File: src/rtl/btn_pkg.sv
// Shared constants for the push-button conditioner: button bit positions,
// repeat-FSM state encoding and default 25 MHz timing.
package btn_pkg;

  localparam int BTN_U = 4;
  localparam int BTN_L = 3;
  localparam int BTN_R = 2;
  localparam int BTN_D = 1;
  localparam int BTN_C = 0;

  typedef enum logic [1:0] {
    IDLE   = 2'd0,
    DELAY  = 2'd1,
    REPEAT = 2'd2
  } rep_state_e;

  // 10 ms debounce, 300 ms first repeat, 50 ms repeat period at 25 MHz
  localparam int DEF_DEBOUNCE_CYCLES = 250000;
  localparam int DEF_REPEAT_DELAY    = 7500000;
  localparam int DEF_REPEAT_PERIOD   = 1250000;
  localparam logic [4:0] DEF_REPEAT_MASK = 5'b01110;

  function automatic int maxInt(input int a, input int b);
    return (a > b) ? a : b;
  endfunction

endpackage

File: src/rtl/btn_channel.sv
// One button: 2-flop synchroniser, counter debounce, registered press/release
// pulses and an optional auto-repeat of the press pulse while held.
module btn_channel
  import btn_pkg::*;
#(
  parameter int DEBOUNCE_CYCLES = DEF_DEBOUNCE_CYCLES,
  parameter int REPEAT_DELAY    = DEF_REPEAT_DELAY,
  parameter int REPEAT_PERIOD   = DEF_REPEAT_PERIOD,
  parameter bit REPEAT_EN       = 1'b1
) (
  input  logic clk,
  input  logic reset,
  input  logic btn_i,
  output logic level_o,
  output logic press_o,
  output logic release_o
);

  localparam int DW = $clog2(DEBOUNCE_CYCLES) + 1;
  localparam int RW = $clog2(maxInt(REPEAT_DELAY, REPEAT_PERIOD)) + 1;
  localparam logic [DW-1:0] DEB_LAST    = DW'(DEBOUNCE_CYCLES - 1);
  localparam logic [RW-1:0] DELAY_LAST  = RW'(REPEAT_DELAY - 1);
  localparam logic [RW-1:0] PERIOD_LAST = RW'(REPEAT_PERIOD - 1);

  logic          sync1_q, sync2_q;
  logic          level_q;
  logic [DW-1:0] debCnt_q;
  rep_state_e    state_q, state_d;
  logic [RW-1:0] repCnt_q, repCnt_d;
  logic          press_q, press_d;
  logic          release_q, release_d;

  logic debDone, rise, fall;

  assign debDone = (sync2_q != level_q) && (debCnt_q == DEB_LAST);
  assign rise    = debDone && sync2_q;
  assign fall    = debDone && !sync2_q;

  always_ff @(posedge clk or negedge reset) begin
    if (!reset) begin
      sync1_q   <= 1'b0;
      sync2_q   <= 1'b0;
      level_q   <= 1'b0;
      debCnt_q  <= '0;
      state_q   <= IDLE;
      repCnt_q  <= '0;
      press_q   <= 1'b0;
      release_q <= 1'b0;
    end else begin
      sync1_q <= btn_i;
      sync2_q <= sync1_q;
      // Any agreeing cycle restarts the debounce window
      if (sync2_q == level_q) begin
        debCnt_q <= '0;
      end else if (debDone) begin
        level_q  <= sync2_q;
        debCnt_q <= '0;
      end else begin
        debCnt_q <= debCnt_q + DW'(1);
      end
      state_q   <= state_d;
      repCnt_q  <= repCnt_d;
      press_q   <= press_d;
      release_q <= release_d;
    end
  end

  // Fall wins over a repeat due in the same cycle; non-repeating channels park
  // in DELAY with the counter frozen.
  always_comb begin
    state_d   = state_q;
    repCnt_d  = repCnt_q;
    press_d   = 1'b0;
    release_d = 1'b0;
    if (fall) begin
      state_d   = IDLE;
      repCnt_d  = '0;
      release_d = 1'b1;
    end else begin
      case (state_q)
        IDLE: begin
          if (rise) begin
            press_d  = 1'b1;
            state_d  = DELAY;
            repCnt_d = '0;
          end
        end
        DELAY: begin
          if (REPEAT_EN) begin
            if (repCnt_q == DELAY_LAST) begin
              press_d  = 1'b1;
              repCnt_d = '0;
              state_d  = REPEAT;
            end else begin
              repCnt_d = repCnt_q + RW'(1);
            end
          end
        end
        REPEAT: begin
          if (repCnt_q == PERIOD_LAST) begin
            press_d  = 1'b1;
            repCnt_d = '0;
          end else begin
            repCnt_d = repCnt_q + RW'(1);
          end
        end
        default: begin
          state_d  = IDLE;
          repCnt_d = '0;
        end
      endcase
    end
  end

  assign level_o   = level_q;
  assign press_o   = press_q;
  assign release_o = release_q;

endmodule

File: src/rtl/btn_conditioner.sv
// Conditions the five raw push-buttons into debounced levels and one-cycle
// press/release events; each bit is an independent btn_channel.
module btn_conditioner
  import btn_pkg::*;
#(
  parameter int N               = 5,
  parameter int DEBOUNCE_CYCLES = DEF_DEBOUNCE_CYCLES,
  parameter int REPEAT_DELAY    = DEF_REPEAT_DELAY,
  parameter int REPEAT_PERIOD   = DEF_REPEAT_PERIOD,
  parameter logic [N-1:0] REPEAT_MASK = N'(DEF_REPEAT_MASK)
) (
  input  logic         clk,
  input  logic         reset,
  input  logic [N-1:0] btn_in,
  output logic [N-1:0] btn_level,
  output logic [N-1:0] btn_press,
  output logic [N-1:0] btn_release
);

  for (genvar i = 0; i < N; i++) begin : gChannel
    btn_channel #(
      .DEBOUNCE_CYCLES(DEBOUNCE_CYCLES),
      .REPEAT_DELAY   (REPEAT_DELAY),
      .REPEAT_PERIOD  (REPEAT_PERIOD),
      .REPEAT_EN      (REPEAT_MASK[i])
    ) uChannel (
      .clk      (clk),
      .reset    (reset),
      .btn_i    (btn_in[i]),
      .level_o  (btn_level[i]),
      .press_o  (btn_press[i]),
      .release_o(btn_release[i])
    );
  end

endmodule

File: config.mk
export PLATFORM = sky130hd
export DESIGN_NAME = btn_conditioner
export DESIGN_NICKNAME = d
export VERILOG_FILES = /design/src/rtl/btn_pkg.sv /design/src/rtl/btn_channel.sv /design/src/rtl/btn_conditioner.sv
export SDC_FILE = /design/constraint.sdc
export NUM_CORES = 1
export LEC_CHECK = 0
export ABC_AREA = 1
export BUFFER_PORTS_ARGS = -buffer_cell sky130_fd_sc_hd__buf_2
export CAP_MARGIN = 15
export CORE_UTILIZATION = 57
export CTS_CLUSTER_SIZE = 12
export DETAILED_ROUTE_END_ITERATION = 10
export GPL_ROUTABILITY_DRIVEN = 1
export PLACE_DENSITY = 0.76
export SYNTH_ARGS = -nofsm -noshare
export SYNTH_HDL_FRONTEND = slang
export SYNTH_SLANG_ARGS = --single-unit
export TNS_END_PERCENT = 20
File: constraint.sdc
create_clock -name clk -period 1.8 [get_ports clk]
set_input_delay 0.27 -clock clk [delete_from_list [all_inputs] [get_ports clk]]
set_output_delay 0.27 -clock clk [all_outputs]
set_load 0.05 [all_outputs]
==> run metrics <==
Synth Cell Area=11500 sq um; status=finished clean; worst vdd ir=~0.66 mV; Die Width=between 100 and 150 um; most used cell along the critical path=nand2_1; FILL cells=approximately 1600; cell taking the most area after synthesis=dfrtp_1; CP delay by family, top=simple AND/OR/NAND/NOR gates; clock share of power=approximately 45%; final hold vios=0; main flop type after synthesis=dfrtp_1; # DRC=0; final-report max-slew violation count=0; Comb power frac=between 3 and 4%; kind of critical path=flip-flop to flip-flop; All-Layer GR Usage=25.2%; worst-path maximum fanout=8; minimum clock period after layout=~1800 ps; Final #Nets=1689; final WL=26.1 mm; Min-Delay Path Class=input port to asynchronous set/reset pin; synth-to-layout area growth=16.1%; antenna violations before repair=0; Synth async-reset ratio=100%; Place WS=-39.4 ps; Yosys top cell area share=43.5%; row cnt=51; Slew @ Worst Pin=about 470 ps; CP bufs+invs=2; GRT overflow=0; clk sinks=200; Ys Warns=0; switching power=a little under 2000 uW; crit path DAT=2080 ps; Seq/Total Area, Yosys=between 40% and 50%; Syn Inst Count=1560; Seq. cell area=5010 sq um; HPWL Detailed=17.7 mm; Worst path slowest cell=dfrtp_1; worst path required time=roughly 2100 ps; CTS tree=done; Worst Hold Slack=about 350 ps; Max stage delay on crit path=approximately 390 ps; Clock Skew=12.3 ps; Startpoint Class=flip-flop; die area=between 20000 and 25000 sq um; Power Density=652 nW/um^2; fin crit share=between 90% and 100%; routed vias=between 10000 and 15000; post-place instance area=12200 sq um; met2 global-route usage=between 40% and 50%; antenna cells=0; RSZ-0062 raised after global routing=true; share of cells above drive strength 1=13.5%; crit path cell chain=ha_1, nand2_1, inv_1, nand2_2, nor2_2, nand3_1, nand2_1, nand2_1, nand2_2, nand2_4, clkinv_4, nor2_1; die height=144 um; # IOs=22; most used routing layer=met2; DRT Pass-1 Iters=6; Final Core Density=68.0%; sequential share of power=52.3%; FF+latch count, synth=200; syn_nets=1590; Synth top cells by count=384 x nand2_1, 277 x nor2_1, 224 x inv_1; CTS root buffer=clkbuf_16; Leak Pwr=0.00660 uW; Final setup viols=0; H-tree Lvls=4; gpl congestion=0.967; Avg Cell Area, Syn=7.38 sq um; first-pass GRT wire length=approximately 42 mm; fin area=13400 sq um; switching share of total power=22.4%; max cap viols=0; Worst setup EP type=flip-flop; Core Box Area=~20000 sq um; Post-synth EDFFs=0; total CTS buffers=17; Area contributors post-synth=dfrtp_1 43%, nand2_1 13%, nor2_1 9.0%, inv_1 7.3%, nand3_1 4.7%; clock transition at the registers of the reported paths=80 ps; Detailed Route Iter0 Violations=725; slack of the critical path=between 40 and 50 ps; GR Util met3=4.04%; Fmax=570 MHz; synth unique cells=42; Slew headroom=68.3%; most frequent cell after synthesis=nand2_1; via-per-instance ratio=around 5.3; routed length per placed instance=13.5 um; IO Port Bufs=21; vias in the first global route=9572; area of the multi-input gates=5570 sq um; Final Total Pwr=8720 uW; met1 GRT Util=33.2%; ANT nets after route=0; clock buffer depth=2; largest net degree at the start of global routing=between 50 and 60; Int Power=6760 uW; starting density of the core=58.6%; Skew-Pair Late Insertion Delay=approximately 440 ps
==> logic make-up (layout without fill, tap and decap cells) <==
logic type | Yosys count | after routing | share of synthesized area [%]
xor gates and xnor gates | 64 | 64 | 4.93
AOI/OAI and AO/OA | 70 | 70 | 3.41
and+or+nand+nor | 942 | 943 | 35.7
buffers and inverters | 261 | 372 | 9.96
DFF | 200 | 200 | 43.5
adders and majority gates | 23 | 23 | 2.50
==> final cells by class <==
type / count / share of cell area, %
clock buffer: 20 / 3.42
timing repair inverter: 3 / 0.187
sequential: 200 / 37.4
tap: 265 / 2.48
multi-input combinational: 1100 / 41.7
timing repair buffer: 106 / 7.06
inverter: 231 / 6.67
clock inverter: 12 / 1.07
==> power by group through the flow <==
stage / Combinational [uW] / Sequential (uW) / Clock, uW
after CTS: 271 / 4560 / 3970
after global routing: 316 / 4560 / 4140
after detailed placement: 259 / 4640 / 0
after global placement: 252 / 4640 / 0
final: 268 / 4560 / 3890
after floorplan: 90.9 / 4640 / 0
==> registers in the layout (all words and copies together) (netlist names) <==
| signal | flops |
|---|---|
| gChannel.uChannel.sync2_q | 5 |
| gChannel.uChannel.sync1_q | 5 |
| gChannel.uChannel.repCnt_q | 72 |
| gChannel.uChannel.press_o | 5 |
| gChannel.uChannel.state_q | 8 |
| gChannel.uChannel.release_o | 5 |
| gChannel.uChannel.debCnt_q | 95 |
| gChannel.uChannel.level_o | 5 |
==> layer usage <==
metal,up-vias,part of all wire [%]
met5,-,0
met4,0,1.3
met3,40,4.9
met2,313,49
met1,4840,45
li1,5086,-
==> through the flow <==
step,std cells,setup TNS [ps]
global placement,1879,0
CTS,1917,0
finish,1937,0
global route,1937,-1650
detailed placement,1879,-407
floorplan,1560,0
==> final timing paths <==
path | from | to | slack [ps] | depth (start not counted)
min in group clk | gChannel[2].uChannel.sync1_q | gChannel[2].uChannel.sync2_q | 350 | 0
max in group asynchronous | reset | gChannel[3].uChannel.level_o | 830 | 3
hold reg to reg | gChannel[2].uChannel.sync1_q | gChannel[2].uChannel.sync2_q | 350 | 0
setup reg to reg | gChannel[3].uChannel.repCnt_q[1] | gChannel[3].uChannel.repCnt_q[4] | 50 | 12
setup / recovery | gChannel[3].uChannel.repCnt_q[1] | gChannel[3].uChannel.repCnt_q[4] | 50 | 12
hold / removal | reset | gChannel[0].uChannel.debCnt_q[6] | 350 | 2
==> worst register-to-register path: stages (launching register included) <==
cell and delay (ps):
dfrtp_1 390, ha_1 190, nand2_1 80, inv_1 100
nand2_2 80, nor2_2 150, nand3_1 100, nand2_1 90
nand2_1 70, nand2_2 120, nand2_4 110, clkinv_4 110
nor2_1 50
==> what timing repair did <==
item,in CTS,in global routing
setup endpoints to repair,21,88
cloned,0,8
hold buffers,6,0
resized for setup,4,71
setup buffers,0,12
pin swaps,0,16
hold endpoints to repair,50,0
==> placed cells by master (no fill, tap or decap), types with 3 or more instances in the layout <==
| master | netlist | final |
|---|---|---|
| inv_6 | 0 | 5 |
| xnor2_1 | 8 | 8 |
| xor2_1 | 55 | 55 |
| a21o_1 | 3 | 3 |
| inv_2 | 4 | 8 |
| nand2_2 | 12 | 16 |
| clkbuf_8 | 0 | 3 |
| a31oi_1 | 8 | 8 |
| ha_1 | 23 | 19 |
| clkbuf_16 | 0 | 21 |
| nand3_2 | 3 | 4 |
| dfrtp_1 | 200 | 199 |
| o21ai_0 | 21 | 21 |
| a21oi_1 | 20 | 20 |
| clkinvlp_4 | 0 | 4 |
| nand2_1 | 384 | 376 |
| o21ai_1 | 9 | 9 |
| nor3_1 | 59 | 57 |
| buf_4 | 17 | 66 |
| inv_1 | 224 | 218 |
| buf_2 | 3 | 20 |
| nor2_2 | 6 | 30 |
| nand4_1 | 48 | 48 |
| nand3_1 | 109 | 107 |
| clkinv_4 | 1 | 5 |
| nor3b_1 | 12 | 12 |
| nand2_4 | 4 | 7 |
| buf_12 | 1 | 8 |
| nor4_1 | 13 | 13 |
| nand3b_1 | 6 | 6 |
| dlygate4sd3_1 | 0 | 6 |
| nor2_4 | 5 | 8 |
| nor2_1 | 277 | 250 |
| ha_2 | 0 | 3 |
No activity file was read; power rests on OpenSTA's default activity.
